## config.mk

```make
export PLATFORM = sky130hd
export DESIGN_NAME = oven_countdown
export DESIGN_NICKNAME = d
export VERILOG_FILES = /design/src/rtl/oven_pkg.sv /design/src/rtl/tick_gen.sv /design/src/rtl/oven_countdown.sv
export SDC_FILE = /design/constraint.sdc
export NUM_CORES = 1
export LEC_CHECK = 0
export CAP_MARGIN = 10
export CORE_ASPECT_RATIO = 0.75
export CORE_UTILIZATION = 40
export CTS_CLUSTER_SIZE = 25
export DETAILED_ROUTE_END_ITERATION = 10
export GPL_TIMING_DRIVEN = 1
export PLACE_DENSITY = 0.55
export REMOVE_ABC_BUFFERS = 1
export SKIP_LAST_GASP = 1
export SYNTH_ARGS = -nofsm -noshare
export SYNTH_HDL_FRONTEND = slang
export SYNTH_SLANG_ARGS = --single-unit
```

## constraint.sdc

```tcl
create_clock -name clk -period 8.4 [get_ports clk]
set_input_delay 2.52 -clock clk [delete_from_list [all_inputs] [get_ports clk]]
set_output_delay 2.52 -clock clk [all_outputs]
set_load 0.01 [all_outputs]
```

## src/rtl/oven_pkg.sv

```systemverilog
// Shared definitions for the oven countdown timer: controller states,
// BCD limits, the digit width seen by the seven-segment decoders, and
// BCD <-> binary helpers used by the add/saturate path.
package oven_pkg;

  localparam int unsigned DIGIT_W = 4;

  typedef logic [DIGIT_W-1:0] digit_t;

  typedef enum logic [1:0] {
    ST_IDLE  = 2'd0,
    ST_RUN   = 2'd1,
    ST_PAUSE = 2'd2,
    ST_DONE  = 2'd3
  } oven_state_t;

  // BCD digit limits: ones digits roll at 9, seconds-tens at 5
  localparam digit_t     BCD_ONES_MAX = 4'd9;
  localparam digit_t     BCD_TENS_MAX = 4'd5;
  localparam logic [6:0] MIN_MAX      = 7'd99;
  localparam logic [6:0] SEC_PER_MIN  = 7'd60;
  localparam logic [6:0] SEC_STEP     = 7'd10;

  typedef struct packed {
    digit_t min_tens;
    digit_t min_ones;
    digit_t sec_tens;
    digit_t sec_ones;
  } bcd_time_t;

  localparam bcd_time_t TIME_ZERO = '0;
  localparam bcd_time_t TIME_SAT  = '{min_tens: 4'd9, min_ones: 4'd9,
                                      sec_tens: BCD_TENS_MAX, sec_ones: BCD_ONES_MAX};

  // Two BCD digits (00..99) to binary
  function automatic logic [6:0] bcd2bin(input digit_t tens, input digit_t ones);
    return 7'(tens) * 7'd10 + 7'(ones);
  endfunction

  // Binary 0..99 to two BCD digits {tens, ones}
  function automatic logic [2*DIGIT_W-1:0] bin2bcd(input logic [6:0] v);
    logic [6:0] t;
    logic [6:0] o;
    t = v / 7'd10;
    o = v - t * 7'd10;
    return {DIGIT_W'(t), DIGIT_W'(o)};
  endfunction

endpackage

```

## src/rtl/tick_gen.sv

```systemverilog
// Prescaler: counts 0..CLK_HZ-1 while enabled and fires o_tick in the
// cycle the count sits at CLK_HZ-1, wrapping back to 0. Holding i_en low
// freezes the count (fraction of a period is kept); i_clr zeroes it.
module tick_gen #(
  parameter int unsigned CLK_HZ = 50_000_000
) (
  input  logic clk,
  input  logic rst_n,
  input  logic i_en,
  input  logic i_clr,
  output logic o_tick
);

  localparam int unsigned        CNT_W    = (CLK_HZ > 1) ? $clog2(CLK_HZ) : 1;
  localparam logic [CNT_W-1:0]   CNT_LAST = CNT_W'(CLK_HZ - 1);

  logic [CNT_W-1:0] r_cnt;

  assign o_tick = i_en && !i_clr && (r_cnt == CNT_LAST);

  // Period counter with clear priority over enable
  always_ff @(posedge clk or negedge rst_n) begin
    if (!rst_n) begin
      r_cnt <= '0;
    end else if (i_clr) begin
      r_cnt <= '0;
    end else if (i_en) begin
      r_cnt <= o_tick ? '0 : r_cnt + 1'b1;
    end
  end

endmodule

```

## src/rtl/oven_countdown.sv

```systemverilog
// Oven cook-time countdown: MM:SS in BCD, loaded by button pulses,
// decremented once per second in RUN, driving heater_on and a done pulse.
// Optional: define OVEN_BEEP_EN to add the beep output, which stays high
// for BEEP_SEC seconds after reaching 00:00 (cut short by leaving DONE).
module oven_countdown
  import oven_pkg::*;
#(
  parameter int unsigned CLK_HZ   = 50_000_000
`ifdef OVEN_BEEP_EN
 ,parameter int unsigned BEEP_SEC = 3
`endif
) (
  input  logic               clk,
  input  logic               rst_n,
  input  logic               btn_min,
  input  logic               btn_sec,
  input  logic               btn_start,
  input  logic               btn_stop,
  input  logic               btn_clear,
  input  logic               door_open,
  output logic [DIGIT_W-1:0] min_tens,
  output logic [DIGIT_W-1:0] min_ones,
  output logic [DIGIT_W-1:0] sec_tens,
  output logic [DIGIT_W-1:0] sec_ones,
  output logic               heater_on,
  output logic               done
`ifdef OVEN_BEEP_EN
 ,output logic               beep
`endif
);

  oven_state_t r_state;
  bcd_time_t   r_time;
  logic        r_heater;
  logic        r_done;

  bcd_time_t   w_time_add;
  bcd_time_t   w_time_dec;
  logic [6:0]  w_min_bin;
  logic [6:0]  w_sec_bin;
  logic        w_zero;
  logic        w_dec_zero;
  logic        w_can_start;
  logic        w_run_stay;
  logic        w_presc_en;
  logic        w_presc_clr;
  logic        w_sec_tick;

  assign w_zero      = (r_time == TIME_ZERO);
  assign w_dec_zero  = (w_time_dec == TIME_ZERO);
  assign w_can_start = btn_start && !door_open && !w_zero;
  // RUN and not being pulled out of it this cycle; only then does time advance
  assign w_run_stay  = (r_state == ST_RUN) && !btn_clear && !door_open && !btn_stop;
  assign w_presc_clr = (r_state == ST_IDLE) && !btn_clear && w_can_start;

  // Add path: done in binary so the seconds carry and the 99:59 clamp are simple
  always_comb begin
    w_min_bin = bcd2bin(r_time.min_tens, r_time.min_ones);
    w_sec_bin = bcd2bin(r_time.sec_tens, r_time.sec_ones);
    if (btn_min && (w_min_bin != MIN_MAX)) begin
      w_min_bin = w_min_bin + 7'd1;
    end
    if (btn_sec) begin
      w_sec_bin = w_sec_bin + SEC_STEP;
      if (w_sec_bin >= SEC_PER_MIN) begin
        w_sec_bin = w_sec_bin - SEC_PER_MIN;
        w_min_bin = w_min_bin + 7'd1;
      end
    end
    if (w_min_bin > MIN_MAX) begin
      w_time_add = TIME_SAT;
    end else begin
      w_time_add = {bin2bcd(w_min_bin), bin2bcd(w_sec_bin)};
    end
  end

  // One-second decrement with a BCD borrow chain
  always_comb begin
    w_time_dec = r_time;
    if (r_time.sec_ones != '0) begin
      w_time_dec.sec_ones = r_time.sec_ones - 4'd1;
    end else begin
      w_time_dec.sec_ones = BCD_ONES_MAX;
      if (r_time.sec_tens != '0) begin
        w_time_dec.sec_tens = r_time.sec_tens - 4'd1;
      end else begin
        w_time_dec.sec_tens = BCD_TENS_MAX;
        if (r_time.min_ones != '0) begin
          w_time_dec.min_ones = r_time.min_ones - 4'd1;
        end else begin
          w_time_dec.min_ones = BCD_ONES_MAX;
          w_time_dec.min_tens = r_time.min_tens - 4'd1;
        end
      end
    end
  end

  tick_gen #(
    .CLK_HZ(CLK_HZ)
  ) u_sec_tick (
    .clk   (clk),
    .rst_n (rst_n),
    .i_en  (w_presc_en),
    .i_clr (w_presc_clr),
    .o_tick(w_sec_tick)
  );

  // Controller FSM with registered digits, heater enable and done pulse
  always_ff @(posedge clk or negedge rst_n) begin
    if (!rst_n) begin
      r_state  <= ST_IDLE;
      r_time   <= TIME_ZERO;
      r_heater <= 1'b0;
      r_done   <= 1'b0;
    end else begin
      r_done <= 1'b0;
      if (btn_clear) begin
        r_state  <= ST_IDLE;
        r_time   <= TIME_ZERO;
        r_heater <= 1'b0;
      end else begin
        case (r_state)
          ST_IDLE, ST_PAUSE: begin
            if (w_can_start) begin
              r_state  <= ST_RUN;
              r_heater <= 1'b1;
            end else begin
              r_time <= w_time_add;
            end
          end
          ST_RUN: begin
            if (door_open || btn_stop) begin
              r_state  <= ST_PAUSE;
              r_heater <= 1'b0;
            end else if (w_sec_tick) begin
              r_time <= w_time_dec;
              if (w_dec_zero) begin
                r_state  <= ST_DONE;
                r_heater <= 1'b0;
                r_done   <= 1'b1;
              end
            end
          end
          ST_DONE: begin
            if (btn_start || btn_min || btn_sec) begin
              r_state <= ST_IDLE;
              r_time  <= w_time_add;
            end
          end
          default: begin
            r_state  <= ST_IDLE;
            r_heater <= 1'b0;
          end
        endcase
      end
    end
  end

`ifdef OVEN_BEEP_EN
  logic r_beep;
  logic w_beep_tick;
  logic w_enter_done;
  logic w_done_exit;

  assign w_enter_done = (r_state == ST_RUN) && w_sec_tick && w_dec_zero;
  assign w_done_exit  = (r_state == ST_DONE) && (btn_clear || btn_start || btn_min || btn_sec);
  // Prescaler keeps running in DONE only while the beep is timing out
  assign w_presc_en   = w_run_stay || ((r_state == ST_DONE) && r_beep);

  tick_gen #(
    .CLK_HZ(BEEP_SEC)
  ) u_beep_sec (
    .clk   (clk),
    .rst_n (rst_n),
    .i_en  (w_sec_tick && (r_state == ST_DONE)),
    .i_clr (w_enter_done),
    .o_tick(w_beep_tick)
  );

  // Beep from DONE entry until BEEP_SEC seconds elapse or DONE is left
  always_ff @(posedge clk or negedge rst_n) begin
    if (!rst_n) begin
      r_beep <= 1'b0;
    end else if (w_enter_done) begin
      r_beep <= 1'b1;
    end else if (w_done_exit || w_beep_tick) begin
      r_beep <= 1'b0;
    end
  end

  assign beep = r_beep;
`else
  assign w_presc_en = w_run_stay;
`endif

  assign min_tens  = r_time.min_tens;
  assign min_ones  = r_time.min_ones;
  assign sec_tens  = r_time.sec_tens;
  assign sec_ones  = r_time.sec_ones;
  assign heater_on = r_heater;
  assign done      = r_done;

endmodule

```

==> out/qor.csv, run 1 <==
stage,metric,value,unit
status,status,finished clean,
die,Die Area,12500,µm²
synthesis,post-synth cell types,81,
critical_path,crit-path max FO,8,
critical_path,Critical Path Start Type,input port,
critical_path,"Req. time, crit path",8.58,ns
sta,max_slew headroom,39.2,%
hold_path,Min-Delay Path Class,reg2reg,
cts,CTS Buf Count,5,
sta,minimum clock period,7.85,ns
flow_run,max-cap violation count,0,
die,Die X,129,µm
die,Placeable Area,11700,µm²
drt,routed vias,4668,
layout,P&R area growth vs syn,11.4,%
drt,number of vias per cell,5.92,
cts,CTS tree,done,
sta,Tcrit/Tclk final,93.5,%
cts,H-tree depth,2,
synthesis,sequential area share after synthesis,23.9,%
global_routing,Overflow after GRT,0,
placed_design,# port buffers,25,
global_routing,pin count of the biggest net entering global routing,47,
placed_design,gpl congestion,0.840,
sta,Max Clk Rate,127,MHz
critical_path,Worst path slowest cell,clkdlybuf4s50_1,
sta,# setup viols final,0,
layout,fin cells,788,
drt,Met1 Wirelength,7020,µm
cts,clock sinks,46,
global_routing,via count of the first global-routing pass,4147,
synthesis,post-synth top area cell,dfrtp_1,
drt,met3 wire len,657,µm
synthesis,Synth Register Bits,46,
synthesis,Yosys warning count,0,
layout,"Core Util, Final",46.1,%
synthesis,Mapped Avg Cell Area,7.82,µm²
synthesis,ys flop type,dfrtp_1,
die,number of I/O pins,26,
drt,metal2 WL,5300,µm
sta,Slew Limit Fails,0,
cts,worst skew pair latency,0.29,ns
die,Initial Util,41.4,%
synthesis,synthesized area,4820,µm²
sta,TNS Setup,0,ns
placed_design,HPWL after DPL,9780,µm
drt,drt pass-1 iters,5,
synthesis,Post-synth EDFFs,0,
synthesis,ys async rst share,100,%
critical_path,Worst Path Arrival,8.03,ns
synthesis,top-area cell type share of the netlist area,23.9,%
global_routing,Tot GR Track Use,21.6,%
die,cell row count,34,
placed_design,placed cell count,781,
critical_path,Worst Setup Path Type,in2reg,
critical_path,"Largest stage delay, worst path",0.58,ns
global_routing,antenna violations before repair,0,
layout,# nets final,668,
drt,wire per inst,16.7,µm
layout,"Design Area, Final",5370,µm²
cts,hold_buf cts,0,
layout,# diodes,0,
drt,uppermost layer routed,met4,
drt,Iter 0 DRT Violations,442,
sta,final hold vios,0,
layout,Fillers,1193,
sta,clock skew,0.00465,ns
placed_design,Area after DPL,5200,µm²
drt,remaining antenna violation count,0,
cts,clk buf depth,2,
synthesis,Syn Inst Count,617,
sta,worst-margin pin slew,0.901,ns
global_routing,first-pass GRT wire length,21600,µm
sta,unrepaired setup endpoints after global routing,no,
cts,root buffer cell,clkbuf_16,
drt,DRC violations left,0,
critical_path,CP Capture Type,flop,
drt,final wirelength,13100,µm
synthesis,synth top area cells,"dfrtp_1 (24%), ha_1 (7.3%), o21ai_0 (6.2%)",
cts,"Reg clk slew, reported paths",0.06,ns
layout,layout cell share with drive strength beyond 1,5.91,%
die,Die Y,97.1,µm
critical_path,CP most frequent cell,nand2_1,
## registers in the layout, summed over array words and instances (netlist names)
| signal | flops |
|---|---|
| sec_ones | 4 |
| sec_tens | 4 |
| min_ones | 4 |
| r_state | 2 |
| done | 1 |
| min_tens | 4 |
| u_sec_tick.r_cnt | 26 |
| heater_on | 1 |
## cell usage after synthesis, types with 3 or more instances
cell	n
a211o_1	3
a211oi_1	4
a21boi_0	3
a21o_1	3
a21oi_1	28
a22oi_1	4
a31oi_1	8
a32oi_1	4
and2_1	10
and3_1	19
buf_2	3
clkbuf_1	23
dfrtp_1	46
fa_1	6
ha_1	28
inv_1	23
mux2_2	3
mux2i_1	6
nand2_1	62
nand2b_1	8
nand3_1	26
nand3b_1	3
nand4_1	8
nor2_1	62
nor2b_1	5
nor3_1	18
nor3b_1	5
nor4_1	12
nor4b_1	3
o211ai_1	7
o21a_1	6
o21ai_0	60
o21ai_1	5
o221ai_1	6
o22ai_1	7
o31ai_1	6
or2_2	3
or3_1	5
xnor2_1	14
xor2_1	12
## logic make-up (layout without fill, tap and decap cells)
kind of cell,count (synthesis),in the layout,share of synthesized area [%]
simple gates,262,262,28.1
compound gates,185,185,25.8
buf+inv,52,61,4.28
mux,9,9,1.95
fa+ha+maj,34,34,9.75
xor+xnor,29,29,6.33
flops,46,46,23.9
## repair_timing
item                       in CTS  in global routing
resized for setup               0                  1
setup buffers                   0                  0
setup endpoints to repair       0                  1
## area by class of cell
class / instances / area [µm²] / share of cell area [%]
tap: 162 / 203 / 3.77
sequential: 46 / 1150 / 21.4
clock inverter: 1 / 30.0 / 0.559
timing repair buffer: 31 / 290 / 5.40
clock buffer: 6 / 139 / 2.58
multi-input combinational: 519 / 3470 / 64.7
inverter: 23 / 86.3 / 1.61
## through the flow
| step | worst slack [ns] | hold WS (ns) |
|---|---|---|
| 2_1_floorplan | 1.43 | 0.437 |
| 3_3_place_gp | 0.202 | 0.472 |
| 3_5_place_dp | 0.165 | 0.463 |
| 4_1_cts | 0.482 | 0.480 |
| 5_1_grt | 0.0506 | 0.506 |
| 6_report | 0.546 | 0.479 |
## metal layers
layer | global-route usage (%) | vias to the layer above
li1 | - | 2299
met2 | 29.3 | 132
met3 | 2.86 | 13
met4 | 4.62 | 0
met1 | 35.3 | 2224
met5 | 0 | -
## cells in the final DEF, fill, tap and decap left out, types with 7 or more instances in the layout
master / instances
a21oi_1: 28
and3_1: 19
o21ai_0: 60
o211ai_1: 7
nand2_1: 62
clkdlybuf4s50_1: 24
a31oi_1: 8
dfrtp_1: 46
ha_1: 28
nand3_1: 26
xor2_1: 12
nand2b_1: 8
xnor2_1: 13
nor4_1: 12
and2_1: 10
nor2_1: 62
nor3_1: 18
nand4_1: 8
o22ai_1: 7
inv_1: 23
## critical path: cells and delay by family
kind / cells / cell delay (ns)
AOI/OAI and AO/OA: 11 / 2.25
adders and majority gates: 5 / 1.30
and+or+nand+nor: 8 / 1.14
buffers and inverters: 4 / 0.83
## worst paths after layout
path | start | to | slack [ns] | depth (start not counted)
worst max-delay path | btn_sec | sec_ones[3]$_DFFE_PN0P_ | 0.55 | 28
worst min register to register | u_sec_tick.r_cnt[25]$_DFFE_PN0P_ | u_sec_tick.r_cnt[25]$_DFFE_PN0P_ | 0.48 | 1
worst max register to register | sec_tens[3]$_DFFE_PN0P_ | sec_ones[3]$_DFFE_PN0P_ | 0.70 | 32
min in group asynchronous | rst_n | min_ones[3]$_DFFE_PN0P_ | 2.32 | 2
max in group asynchronous | rst_n | sec_ones[0]$_DFFE_PN0P_ | 5.66 | 2
worst min-delay path | u_sec_tick.r_cnt[25]$_DFFE_PN0P_ | u_sec_tick.r_cnt[25]$_DFFE_PN0P_ | 0.48 | 1
Power of run 1 is left out: the tool's default activity adds up to more than one toggle a clock period on the data nets, which glitch-free logic cannot reach.
==> run 2, diff against run 1 <==
--- a/config.mk
+++ b/config.mk
@@ -11,6 +11,7 @@
 export CTS_CLUSTER_SIZE = 25
 export DETAILED_ROUTE_END_ITERATION = 10
 export GPL_TIMING_DRIVEN = 1
+export MAX_ROUTING_LAYER = met4
 export PLACE_DENSITY = 0.55
 export REMOVE_ABC_BUFFERS = 1
 export SKIP_LAST_GASP = 1
==> out/qor.csv, run 2 (synthesis gave the netlist of run 1 again) <==
stage,metric,value,unit,change
status,status,finished clean,,
cts,root buffer cell,clkbuf_16,,
sta,Max Clk Rate,127,MHz,about the same
placed_design,HPWL after DPL,9780,µm,unchanged
global_routing,antenna violations before repair,0,,unchanged
drt,uppermost layer routed,met4,,
global_routing,first-pass GRT wire length,21600,µm,about the same
sta,TNS Setup,0,ns,unchanged
critical_path,Reg2Reg Launch Point,sec_tens[3]$_DFFE_PN0P_,,
critical_path,Worst Path Arrival,8.02,ns,about the same
layout,max reg flops,26,,unchanged
critical_path,CP endpoint,min_ones[2]$_DFFE_PN0P_,,
cts,CTS tree,done,,
sta,worst-margin pin slew,0.908,ns,+0.00628 ns
drt,routed vias,4642,,-0.56%
die,Die Y,97.1,µm,unchanged
critical_path,CP Capture Type,flop,,
sta,Slew Limit Fails,0,,unchanged
layout,# nets final,668,,unchanged
critical_path,"Req. time, crit path",8.57,ns,about the same
layout,# diodes,0,,unchanged
drt,wire per inst,16.7,µm,about the same
drt,metal2 WL,5340,µm,+0.77%
drt,drt pass-1 iters,5,,unchanged
cts,"Reg clk slew, reported paths",0.06,ns,about the same
cts,hold_buf cts,0,,unchanged
global_routing,Overflow after GRT,0,,unchanged
layout,layout cell share with drive strength beyond 1,5.91,%,unchanged
sta,final hold vios,0,,unchanged
critical_path,crit-path max FO,14,,+6
die,Die Area,12500,µm²,unchanged
die,Placeable Area,11700,µm²,unchanged
sta,minimum clock period,7.85,ns,-0.000215 ns
die,number of I/O pins,26,,unchanged
layout,multi-input logic area,3470,µm²,unchanged
global_routing,pin count of the biggest net entering global routing,47,,unchanged
placed_design,# port buffers,25,,unchanged
die,Initial Util,41.4,%,unchanged
cts,CTS Buf Count,5,,unchanged
flow_run,max-cap violation count,0,,unchanged
sta,# setup viols final,0,,unchanged
cts,clock sinks,46,,unchanged
critical_path,Worst setup startpoint,btn_min,,
layout,FF+latch area,1150,µm²,unchanged
layout,register with the most flip-flops,u_sec_tick.r_cnt,,
hold_path,Min-Delay Path Class,reg2reg,,
drt,met3 wire len,727,µm,+11%
cts,clk buf depth,2,,unchanged
drt,Iter 0 DRT Violations,514,,+16%
die,cell row count,34,,unchanged
critical_path,flop2flop setup slack,0.71,ns,about the same
critical_path,Worst Setup Path Type,in2reg,,
drt,remaining antenna violation count,0,,unchanged
layout,Fillers,1193,,unchanged
sta,Tcrit/Tclk final,93.5,%,about the same
drt,DRC violations left,0,,unchanged
hold_path,Hold Crit Depth,1,,unchanged
drt,number of vias per cell,5.89,,-0.56%
placed_design,gpl congestion,0.853,,+1.5%
sta,clock skew,0.00471,ns,+0.0000590 ns
drt,final wirelength,13100,µm,about the same
critical_path,RR Endpoint,sec_ones[3]$_DFFE_PN0P_,,
cts,worst skew pair latency,0.29,ns,about the same
drt,Met1 Wirelength,6920,µm,-1.4%
layout,P&R area growth vs syn,11.4,%,unchanged
sta,unrepaired setup endpoints after global routing,no,,
global_routing,via count of the first global-routing pass,4143,,-0.096%
global_routing,Tot GR Track Use,22.3,%,+0.64 points
die,Die X,129,µm,unchanged
layout,most frequent cells in the layout,"nand2_1 (62), nor2_1 (62), o21ai_0 (60)",,
sta,max_slew headroom,38.7,%,-0.42 points
critical_path,FF-to-FF path depth,32,,unchanged
critical_path,Critical Path Start Type,input port,,
cts,H-tree depth,2,,unchanged
run 2: cell counts in the layout (fill, tap and decap cells not counted):
Identical to the previous run, type by type.
run 2: cell type report:
cell class                 instances  area share, %
clock buffer                       6           2.58
clock inverter                     1          0.559
inverter                          23           1.61
multi-input combinational        519           64.7
sequential                        46           21.4
tap                              162           3.77
timing repair buffer              31           5.40
run 2: timing repair:
action                     4_1_cts  5_1_grt
buffers inserted                 0        0
setup endpoints to repair        0        1
gates resized for setup          0        1
hold endpoints to repair         0        0
run 2: layer usage:
metal	up-vias	GRT usage, %
li1	2298	-
met5	-	-
met3	11	2.86
met4	0	4.62
met2	134	29.2
met1	2199	35.4
run 2: worst min-delay path by stage:
stage | start | to | slack [ns]
after floorplan | u_sec_tick.r_cnt[25]$_DFFE_PN0P_ | u_sec_tick.r_cnt[25]$_DFFE_PN0P_ | 0.44
after global placement | u_sec_tick.r_cnt[25]$_DFFE_PN0P_ | u_sec_tick.r_cnt[25]$_DFFE_PN0P_ | 0.47
after detailed placement | u_sec_tick.r_cnt[25]$_DFFE_PN0P_ | u_sec_tick.r_cnt[25]$_DFFE_PN0P_ | 0.46
after CTS | u_sec_tick.r_cnt[25]$_DFFE_PN0P_ | u_sec_tick.r_cnt[25]$_DFFE_PN0P_ | 0.48
after global routing | u_sec_tick.r_cnt[25]$_DFFE_PN0P_ | u_sec_tick.r_cnt[25]$_DFFE_PN0P_ | 0.51
final | u_sec_tick.r_cnt[25]$_DFFE_PN0P_ | u_sec_tick.r_cnt[25]$_DFFE_PN0P_ | 0.48
run 2: worst max-delay path, stage by stage:
cell	delay, ns
clkdlybuf4s50_1	0.53
inv_1	0.07
a21o_1	0.19
xnor2_1	0.23
ha_1	0.19
nand2_1	0.05
inv_1	0.08
o31ai_1	0.10
nor3_1	0.32
xnor2_2	0.25
or2_2	0.36
o311ai_0	0.76
ha_1	0.22
nand2_1	0.12
o21ai_0	0.20
a21boi_0	0.10
or3_1	0.36
a21oi_1	0.31
inv_1	0.08
ha_1	0.18
inv_1	0.07
fa_1	0.46
a22oi_1	0.18
o21ai_0	0.09
run 2: per-stage QoR:
step / utilization [%] / instances / hold WS, ns / setup slack (ns) / instance area [µm²]
finish: 46.1 / 788 / 0.478 / 0.547 / 5370
global route: 46.1 / 788 / 0.506 / 0.0507 / 5370
CTS: 46.0 / 788 / 0.480 / 0.482 / 5370
detailed placement: 44.6 / 781 / 0.463 / 0.165 / 5200
global placement: 44.6 / 781 / 0.472 / 0.202 / 5200
floorplan: - / 588 / 0.437 / 1.43 / 4700
Power of run 2 is left out for the same reason.
